--- config.mk ---
export PLATFORM = sky130hd
export DESIGN_NAME = spi_apb_arbiter
export DESIGN_NICKNAME = d
export VERILOG_FILES = /design/src/rtl/spi_apb_arbiter.sv
export SDC_FILE = /design/constraint.sdc
export NUM_CORES = 1
export LEC_CHECK = 0
export ABC_AREA = 1
export BUFFER_PORTS_ARGS = -buffer_cell sky130_fd_sc_hd__buf_2
export CAP_MARGIN = 20
export CORE_UTILIZATION = 50
export CTS_CLUSTER_DIAMETER = 120
export CTS_CLUSTER_SIZE = 30
export DETAILED_ROUTE_END_ITERATION = 10
export GPL_ROUTABILITY_DRIVEN = 0
export GPL_TIMING_DRIVEN = 0
export MAX_ROUTING_LAYER = met4
export PLACE_DENSITY = 0.78
export SYNTH_ARGS = -nofsm -noshare
export SYNTH_HDL_FRONTEND = slang
export SYNTH_SLANG_ARGS = --single-unit
export TNS_END_PERCENT = 1
--- constraint.sdc ---
create_clock -name clk -period 1.9 [get_ports clk]
set_input_delay 0.285 -clock clk [delete_from_list [all_inputs] [get_ports clk]]
set_output_delay 0.285 -clock clk [all_outputs]
set_load 0.005 [all_outputs]
--- src/rtl/spi_apb_arbiter.sv ---
// spi_apb_arbiter
//   Two-requester round-robin arbiter driving a single APB master port that
//   talks to an SPI controller register file. One transfer is in flight at a
//   time: IDLE -> SETUP -> ACCESS (wait states / timeout) -> DONE -> IDLE.
//   All outputs are registered.
//
// Ports
//   clk, rst                 clock, synchronous active-high reset
//   reqN_valid/write/addr/wdata  requester N command (held until reqN_ready)
//   reqN_ready/rdata/err     one-cycle completion pulse, read data, error flag
//   PSEL/PENABLE/PWRITE/PADDR/PWDATA   APB master controls
//   PRDATA/PREADY/PSLVERR    APB slave response
//   busy                     high whenever the FSM is not in IDLE
//   grant                    index of the current owner (meaningful while busy)
//
// Parameter
//   TIMEOUT  ACCESS cycles (with PREADY low) after which the transfer is
//            terminated with an error. Legal range 1..255.
module spi_apb_arbiter #(
  parameter int unsigned TIMEOUT = 16
) (
  input  logic       clk,
  input  logic       rst,
  input  logic       req0_valid,
  input  logic       req0_write,
  input  logic [2:0] req0_addr,
  input  logic [7:0] req0_wdata,
  output logic       req0_ready,
  output logic [7:0] req0_rdata,
  output logic       req0_err,
  input  logic       req1_valid,
  input  logic       req1_write,
  input  logic [2:0] req1_addr,
  input  logic [7:0] req1_wdata,
  output logic       req1_ready,
  output logic [7:0] req1_rdata,
  output logic       req1_err,
  output logic       PSEL,
  output logic       PENABLE,
  output logic       PWRITE,
  output logic [2:0] PADDR,
  output logic [7:0] PWDATA,
  input  logic [7:0] PRDATA,
  input  logic       PREADY,
  input  logic       PSLVERR,
  output logic       busy,
  output logic       grant
);

  typedef enum logic [1:0] {IDLE, SETUP, ACCESS, DONE} state_e;

  // The wait counter equals the index of the current ACCESS cycle, so the
  // transfer is cut off on the TIMEOUT-th ACCESS cycle that still sees no PREADY.
  localparam logic [7:0] WAIT_LAST = 8'(TIMEOUT - 1);

  state_e     state_q;
  logic [7:0] wait_q;
  logic       last_q;     // requester served most recently

  logic       pick_d;
  logic       finish_d;
  logic       err_d;
  logic [7:0] rdata_d;

  always_comb begin
    // Tie goes to whoever was not served last; otherwise the lone requester.
    pick_d   = (req0_valid && req1_valid) ? ~last_q : req1_valid;
    finish_d = PREADY || (wait_q == WAIT_LAST);
    err_d    = PREADY ? PSLVERR : 1'b1;
    rdata_d  = (PREADY && !PWRITE) ? PRDATA : 8'h00;
  end

  always_ff @(posedge clk) begin
    if (rst) begin
      state_q    <= IDLE;
      wait_q     <= 8'd0;
      last_q     <= 1'b1;   // requester 0 wins the first tie
      PSEL       <= 1'b0;
      PENABLE    <= 1'b0;
      PWRITE     <= 1'b0;
      PADDR      <= 3'd0;
      PWDATA     <= 8'h00;
      req0_ready <= 1'b0;
      req0_err   <= 1'b0;
      req0_rdata <= 8'h00;
      req1_ready <= 1'b0;
      req1_err   <= 1'b0;
      req1_rdata <= 8'h00;
      busy       <= 1'b0;
      grant      <= 1'b0;
    end else begin
      // ready/err only ever live for the single DONE cycle
      req0_ready <= 1'b0;
      req1_ready <= 1'b0;
      req0_err   <= 1'b0;
      req1_err   <= 1'b0;
      unique case (state_q)
        IDLE: begin
          if (req0_valid || req1_valid) begin
            grant   <= pick_d;
            PWRITE  <= pick_d ? req1_write : req0_write;
            PADDR   <= pick_d ? req1_addr  : req0_addr;
            PWDATA  <= pick_d ? req1_wdata : req0_wdata;
            PSEL    <= 1'b1;
            PENABLE <= 1'b0;
            busy    <= 1'b1;
            wait_q  <= 8'd0;
            state_q <= SETUP;
          end
        end
        SETUP: begin
          PENABLE <= 1'b1;
          state_q <= ACCESS;
        end
        ACCESS: begin
          if (finish_d) begin
            PSEL    <= 1'b0;
            PENABLE <= 1'b0;
            last_q  <= grant;
            state_q <= DONE;
            if (grant) begin
              req1_ready <= 1'b1;
              req1_err   <= err_d;
              req1_rdata <= rdata_d;
            end else begin
              req0_ready <= 1'b1;
              req0_err   <= err_d;
              req0_rdata <= rdata_d;
            end
          end else begin
            wait_q <= wait_q + 8'd1;
          end
        end
        DONE: begin
          // requests are deliberately not sampled here
          busy    <= 1'b0;
          state_q <= IDLE;
        end
        default: state_q <= IDLE;
      endcase
    end
  end

endmodule

# Word level (Yosys, flattened, before mapping)
# Index checks and enable logic that the tools add are counted.
[totals]
input_bits = 38
out_inout_bits = 36
wordCells = 69
ff_bits = 47
[op_classes]
reduce_logical = 21
addsub = 1
mux = 20
n_bitwise = 4
n_eq_ne = 7
[ops]
columns = ["operator", "n"]
rows = [
  ["2-to-1 mux 8 bit", 4],
  ["case mux 8 bit (2 select lines)", 1],
  ["AND reduction 3 bit", 5],
  ["adder 8 x 1 -> 8 bit (second input constant)", 1],
  ["== test 8 x 4 -> 1 bit (second input constant)", 1],
  ["2-to-1 mux 1 bit", 8],
  ["case mux 2 bit (4 select lines)", 1],
  ["AND reduction 2 bit", 4],
  ["OR reduction 4 bit", 2],
  ["inequality test 2 bit (second input constant)", 3],
  ["== test 2 bit (second input constant)", 2],
  ["2-to-1 mux 2 bit", 2],
  ["NOT 1 bit", 4],
  ["case mux 1 bit (2 select lines)", 2],
  ["nonzero test 2 bit", 2],
  ["2-to-1 mux 3 bit", 1],
  ["case mux 1 bit (3 select lines)", 1],
  ["nonzero test 3 bit", 1],
  ["OR reduction 3 bit", 1],
  ["== test 2 x 1 -> 1 bit (second input constant)", 1],
  ["logical AND 1 bit", 2],
  ["zero test 2 bit", 1],
  ["logical OR 1 bit", 2],
  ["zero test 1 bit", 1],
]

# Logic depth before layout (Yosys ltp)
# Gate-level depths: netlist of run 1.
[depth]
ltp_word = 4
mapped_depth = 10
ltp_nobuf = 8

# Worst setup path after synthesis of run 1
# No wires, ideal clock.
[synth_path]
path_type = "register to register"
start = "register state_q[0]"
end = "register wait_q[5]"
setup_ns = 0.064
n_path_buf = 2
path_stages_with_launch = 11
slack_ns = 0.377
t_required_ns = 1.836
arrival_time_ns = 1.459
period_less_slack_ns = 1.523
path_cell_list = "dfxtp_1 > inv_1 > ha_1 > buf_4 > inv_1 > o21ai_0 > buf_2 > nand3_1 > nand2_1 > inv_1 > nor2_1"
[synth_between]
elab_chain_cells = 3
elab_cells_between_ends = 7
classes_between = "eq/ne: 3; mux: 1; reduce/logical: 3"
[synth_rtl]
columns = ["item", "line", "text"]
rows = [
  ["start: declaration", "56", "state_e state_q;"],
  ["start signal: assignment", "75", "state_q <= IDLE;"],
  ["start signal: assignment", "108", "state_q <= SETUP;"],
  ["start signal: assignment", "113", "state_q <= ACCESS;"],
  ["== test 2 bit / zero test 2 bit (equally long branches)", "97", "unique case (state_q)"],
  ["inequality test 2 bit (no line) / nonzero test 2 bit (equally long branches)", "-", ""],
  ["AND reduction 3 bit (no line)", "-", ""],
  ["end signal: assignment", "131", "wait_q <= wait_q + 8'd1;"],
  ["end: declaration", "57", "logic [7:0] wait_q;"],
]
# Parallel ways exist; a longest one is shown, timed or not.
# A chain may end at the register's enable or synchronous reset.

# Worst setup path after layout of run 1
[layout_path]
start = "register state_q[0]"
end = "register wait_q[0]"
# Same word-level chain as after synthesis.

==> summary.md, run 1 <==
| Metric | Value |
|---|---|
| Fmax | `560 MHz` |
| Drt pass-1 iters | `4` |
| Synthesized cell area | `2190 um^2` |
| Final setup vio count | `0` |
| Die area | `4640 um^2` |
| Crit Path Category | `reg2reg` |
| Post-Syn Nets | `346` |
| Largest net degree at the start of global routing | `17` |
| WL final | `5.10 mm` |
| CTS root buffer | `clkbuf_8` |
| Initial DRC count | `76` |
| First-pass GRT wire length | `8.02 mm` |
| Die Wd | `68.1 um` |
| DRC violations left | `0` |
| Most frequent cells in the layout | `nand2_1 (86), buf_2 (73), dfxtp_1 (47)` |
| Number of global-route vias before repair | `1863` |
| Yosys warnings | `0` |
| Wire per inst | `11.8 um` |
| Global Route Usage Sum | `0.240` |
| Worst Path Max Fanout | `8` |
| RR Startpoint | `state_q[0]` |
| Share of layout cells above drive strength 1 | `0.255` |
| Min Tclk post-route | `1.79 ns` |
| CTS tree | `built` |
| Max cap viols | `0` |
| DPL Wire Length | `3.80 mm` |
| Critical path launch point | `state_q[0]` |
| Fin crit share | `0.940` |
| R2r endpoint | `wait_q[0]` |
| # fillers | `378` |
| H-tree depth | `2` |
| Status | `complete, no violations` |
| CP required | `2.11 ns` |
| Die H | `68.1 um` |
| Setup Skew | `0.00933 ns` |
| Hold-fix buffers at CTS | `0` |
| CP startpoint kind | `register` |
| Mapped Cells | `301` |
| Netlist cell types | `26` |
| Reg clk slew, reported paths | `0.10 ns` |
| CTS Buf Count | `5` |
| Via density | `5.08` |
| Worst Reg-to-Reg Cells | `9` |
| Remaining Overflow, GRT | `0` |
| WHS | `0.186 ns` |
| Worst setup path endpoint | `wait_q[0]` |
| Initial antenna violation count | `0` |
| LEAKAGE | `1.38 nW` |
| Final hold vios | `0` |
| R2R setup slack | `0.11 ns` |
| Arrival @ worst endpoint | `2.00 ns` |
| N_diodes | `0` |
| HP Class | `in2reg` |
| Area Growth Syn to Fin | `25.0%` |
| Commonest non-fill, non-tap cell in the layout | `nand2_1` |
| Post-synthesis sequential area ratio | `0.430` |
| Pre-CTS setup slack | `0.0312 ns` |
| Placed cell area | `2610 um^2` |
| Total power draw | `3.12 mW` |
| #FFs+latches synth | `47` |
| NumNets Final | `425` |
| Buffers added on ports | `72` |
| Max-slew headroom | `0.637` |
| Worst Tran Pin Value | `0.544 ns` |
| Hold depth | `2` |
| Avg Inst Size Synth | `7.27 um^2` |
| Core Footprint | `4090 um^2` |
| Final Cell Area | `2730 um^2` |
| Post-route ant nets | `0` |
| Total number of vias | `2188` |
| Clk Latency, worst-skew pair | `0.31 ns` |
| Crit end category | `register` |
| Slew Viols, Final | `0` |
| I/O Pins | `74` |
| Peak VDD IR | `0.664 mV` |
| Site Rows | `23` |
| Effective utilization at floorplan | `0.535` |
| Sinks on Clock Net | `47` |
| Final worst slack | `0.114 ns` |
| PD cells | `1140 nW/um^2` |
| Max Root-Sink Buffers | `2` |
| RSZ-0062 raised after global routing | `true` |
worst max-delay path: stages, from the launching register on:
cell and delay [ns]:
dfxtp_1 0.40, inv_1 0.12, ha_1 0.20, buf_4 0.17, inv_1 0.24, o21ai_2 0.12, nand2_1 0.21, inv_1 0.09
nor2_1 0.10, nor2_1 0.04
area by class of cell:
cell class / count / area, um^2 / area share
clock inverters: 3 / 46.3 / 0.0169
plain buffers: 14 / 71.3 / 0.0261
inverters: 30 / 113 / 0.0412
repair buffers: 72 / 360 / 0.132
flip-flops and latches: 47 / 941 / 0.344
clock buffers: 5 / 68.8 / 0.0252
multi-input cells: 210 / 1070 / 0.392
well taps: 50 / 62.6 / 0.0229
repair_timing:
action / 4_1_cts / 5_1_grt
setup buffers: 0 / 0
resized for setup: 0 / 9
endpoints found under the setup margin: 0 / 21
layer usage:
| metal | share of wire | track usage |
|---|---|---|
| met4 | 0.016 | 0.0885 |
| met2 | 0.44 | 0.368 |
| met1 | 0.48 | 0.300 |
| met5 | 0 | - |
| met3 | 0.060 | 0.0633 |
cell usage after synthesis (all sizes together):
| master | instances | share of area |
|---|---|---|
| dfxtp | 47 | 0.43 |
| nor3 | 2 | 0.0046 |
| a21oi | 17 | 0.039 |
| xnor2 | 1 | 0.0040 |
| o31ai | 1 | 0.0034 |
| o21a | 2 | 0.010 |
| nand4 | 10 | 0.029 |
| a31oi | 12 | 0.034 |
| clkinv | 2 | 0.0034 |
| inv | 28 | 0.048 |
| o21bai | 1 | 0.0051 |
| or2 | 2 | 0.0057 |
| ha | 7 | 0.040 |
| nand3 | 28 | 0.078 |
| buf | 4 | 0.013 |
| clkbuf | 10 | 0.017 |
| o21ai | 15 | 0.034 |
| nand2 | 86 | 0.15 |
| nor2 | 26 | 0.053 |
sequential cells by signal, summed over array words and instances (netlist names), 2 cells and up:
register,count
PADDR,3
PWDATA,8
req0_rdata,8
req1_rdata,8
state_q,2
wait_q,8
how the worst min path moves through the flow:
stage | from | to
finish | PSLVERR | req0_err
detailed placement | req0_rdata[5] | req0_rdata[5]
global placement | req0_rdata[5] | req0_rdata[5]
floorplan | PSLVERR | req0_err
CTS | PSLVERR | req0_err
global route | PSLVERR | req0_err
power by group:
| group | switching, mW | internal (mW) | leakage, nW | total [mW] |
|---|---|---|---|---|
| Clock | 0.366 | 0.397 | 0.0548 | 0.762 |
| Sequential | 0.137 | 1.19 | 0.384 | 1.33 |
| Combinational | 0.628 | 0.403 | 0.941 | 1.03 |
cell families (layout without fill, tap and decap cells):
logic type / after synthesis / in the layout / share of synthesized area
flip-flops: 47 / 47 / 0.430
adder cells (fa/ha/maj): 7 / 7 / 0.0400
buffers and inverters: 44 / 124 / 0.0818
AND/OR/NAND/NOR: 154 / 154 / 0.318
AO/OA/AOI/OAI: 48 / 48 / 0.126
XOR/XNOR: 1 / 1 / 0.00401
through the flow:
stage	util	TNS (ns)	cells
finish	0.669	0	431
global route	0.669	-0.192	431
CTS	0.667	0	431
detailed placement	0.639	0	423
global placement	0.639	0	423
floorplan	-	0	301
No activity file was read; power rests on OpenSTA's default activity.
==> run 2, diff against run 1 <==
--- a/config.mk
+++ b/config.mk
@@ -10,3 +10,5 @@
 export CAP_MARGIN = 20
-export CORE_UTILIZATION = 50
+export CELL_PAD_IN_SITES_DETAIL_PLACEMENT = 2
+export CELL_PAD_IN_SITES_GLOBAL_PLACEMENT = 2
+export CORE_UTILIZATION = 27
 export CTS_CLUSTER_DIAMETER = 120
@@ -17,3 +19,3 @@
 export MAX_ROUTING_LAYER = met4
-export PLACE_DENSITY = 0.78
+export PLACE_DENSITY = 0.79
 export SYNTH_ARGS = -nofsm -noshare
==> constraint.sdc (replaced) <==
create_clock -name clk -period 1.7 [get_ports clk]
set_input_delay 0.255 -clock clk [delete_from_list [all_inputs] [get_ports clk]]
set_output_delay 0.255 -clock clk [all_outputs]
set_load 0.1 [all_outputs]
==> run 2 against run 1 <==
Net effect:
- core utilization down 29 points
- count of clock-buffer cells in the layout unchanged
- via count up 6.4%
- critical endpoint unchanged
- critical path depth unchanged
- power up 58%
==> summary.md, run 2 (same netlist as run 1, synthesis figures left out) <==
| Metric | Value |
|---|---|
| Hold-fix buffers at CTS | `0` |
| Total number of vias | `2327` |
| Logic pwr share | `0.522` |
| Peak VDD IR | `0.818 mV` |
| RSZ-0062 raised after global routing | `true` |
| Max-slew headroom | `0.603` |
| Largest net degree at the start of global routing | `17` |
| RR Startpoint | `state_q[0]` |
| CP required | `1.94 ns` |
| HP Class | `in2reg` |
| CP top delay family | `buffers and inverters` |
| DPL Wire Length | `5.46 mm` |
| Wire per inst | `15.2 um` |
| Worst Tran Pin Value | `0.595 ns` |
| Global Route Usage Sum | `0.183` |
| CP startpoint kind | `register` |
| Critical path launch point | `state_q[0]` |
| Placed cell area | `2680 um^2` |
| Reg area | `948 um^2` |
| Share of layout cells above drive strength 1 | `0.308` |
| Final setup vio count | `0` |
| Post-route ant nets | `0` |
| Clk Latency, worst-skew pair | `0.31 ns` |
| H-tree depth | `2` |
| Footprint of the multi-input gates | `1130 um^2` |
| Finished Layout Cells | `492` |
| N_diodes | `0` |
| Cell Int Power | `2.35 mW` |
| Switch share | `0.524` |
| Crit end category | `register` |
| Setup Skew | `0.00966 ns` |
| Worst setup path endpoint | `wait_q[0]` |
| Flop pwr share | `0.305` |
| Arrival @ worst endpoint | `1.88 ns` |
| Post-layout util | `0.378` |
| Commonest non-fill, non-tap cell in the layout | `nand2_1` |
| Cell count after placement | `475` |
| Pre-CTS setup slack | `-0.220 ns` |
| Core Footprint | `7770 um^2` |
| Drt pass-1 iters | `4` |
| CTS tree | `built` |
| Site Rows | `32` |
| Reg clk slew, reported paths | `0.10 ns` |
| Crit Path Category | `reg2reg` |
| Final Cell Area | `2940 um^2` |
| Setup_tns | `0 ns` |
| R2R setup slack | `0.06 ns` |
| Final worst slack | `0.0606 ns` |
| Area Growth Syn to Fin | `34.3%` |
| Remaining Overflow, GRT | `0` |
| Initial DRC count | `56` |
| First-pass GRT wire length | `11.9 mm` |
| DRC violations left | `0` |
| Max cap viols | `0` |
| Sw Pwr | `2.59 mW` |
| Most frequent cells in the layout | `nand2_1 (85), buf_2 (73), dfxtp_1 (41)` |
| Die Wd | `92 um` |
| CP Cell Sequence | `inv_2, ha_1, buf_6, clkinvlp_4, buf_4, or2_2, nand3_1, nand2_1, nor2_1` |
| Worst Path Max Fanout | `8` |
| Die area | `8460 um^2` |
| Buffers added on ports | `72` |
| Worst Reg-to-Reg Cells | `9` |
| WP buf/inv | `4` |
| Critical Path Stages | `9` |
| Status | `complete, no violations` |
| Die H | `92 um` |
| Fmax | `610 MHz` |
| Via density | `4.73` |
| Min Tclk post-route | `1.64 ns` |
| Initial antenna violation count | `0` |
| Max Root-Sink Buffers | `2` |
| Sinks on Clock Net | `47` |
| Effective utilization at floorplan | `0.282` |
| LEAKAGE | `1.43 nW` |
| WHS | `0.171 ns` |
| CP max-delay cell | `dfxtp_2` |
| I/O Pins | `74` |
| CTS Buf Count | `5` |
| NumNets Final | `434` |
| Clk pwr share | `0.173` |
| Critical Path Max Stage Delay | `0.36 ns` |
| Fin crit share | `0.964` |
| # fillers | `944` |
| PD cells | `1680 nW/um^2` |
| Slew Viols, Final | `0` |
| CTS root buffer | `clkbuf_8` |
| WL final | `7.49 mm` |
| Number of global-route vias before repair | `2457` |
| Final hold vios | `0` |
| Total power draw | `4.94 mW` |
| R2r endpoint | `wait_q[0]` |
[run 2: layout make-up]
class,count,area share
tap,102,0.0435
buffer,14,0.0298
timing repair buffer,79,0.141
sequential,47,0.323
inverter,30,0.0396
clock inverter,3,0.0158
multi-input combinational,212,0.384
clock buffer,5,0.0234
[run 2: what timing repair did]
item                                    4_1_cts  5_1_grt
hold endpoints to repair                      0        0
gates resized for setup                      17       10
cloned                                        1        1
pin swaps                                     2        4
endpoints found under the setup margin       32       25
setup buffers                                 1        6
[run 2: routing by layer]
metal  track usage  vias up  wire [um]
met4        0.0352        0         42
met5             -        -          0
met1         0.229     1106       3440
li1              -     1161          -
met3        0.0423        6        321
met2         0.304       54       3690
[run 2: how the worst min path moves through the flow]
stage	start	end	cells after the start
6_report	PSLVERR	req0_err	2
2_1_floorplan	PSLVERR	req0_err	1
4_1_cts	PSLVERR	req0_err	2
5_1_grt	PSLVERR	req0_err	2
3_3_place_gp	req0_rdata[3]	req0_rdata[3]	2
3_5_place_dp	req0_rdata[1]	req0_rdata[1]	2
[run 2: power by group through the flow]
stage	combinational [mW]	clock, mW	sequential, mW
2_1_floorplan	0.718	0	2.68
3_3_place_gp	2.35	0	1.50
3_5_place_dp	2.40	0	1.51
4_1_cts	2.49	0.896	1.49
5_1_grt	2.74	0.939	1.54
6_report	2.58	0.856	1.51
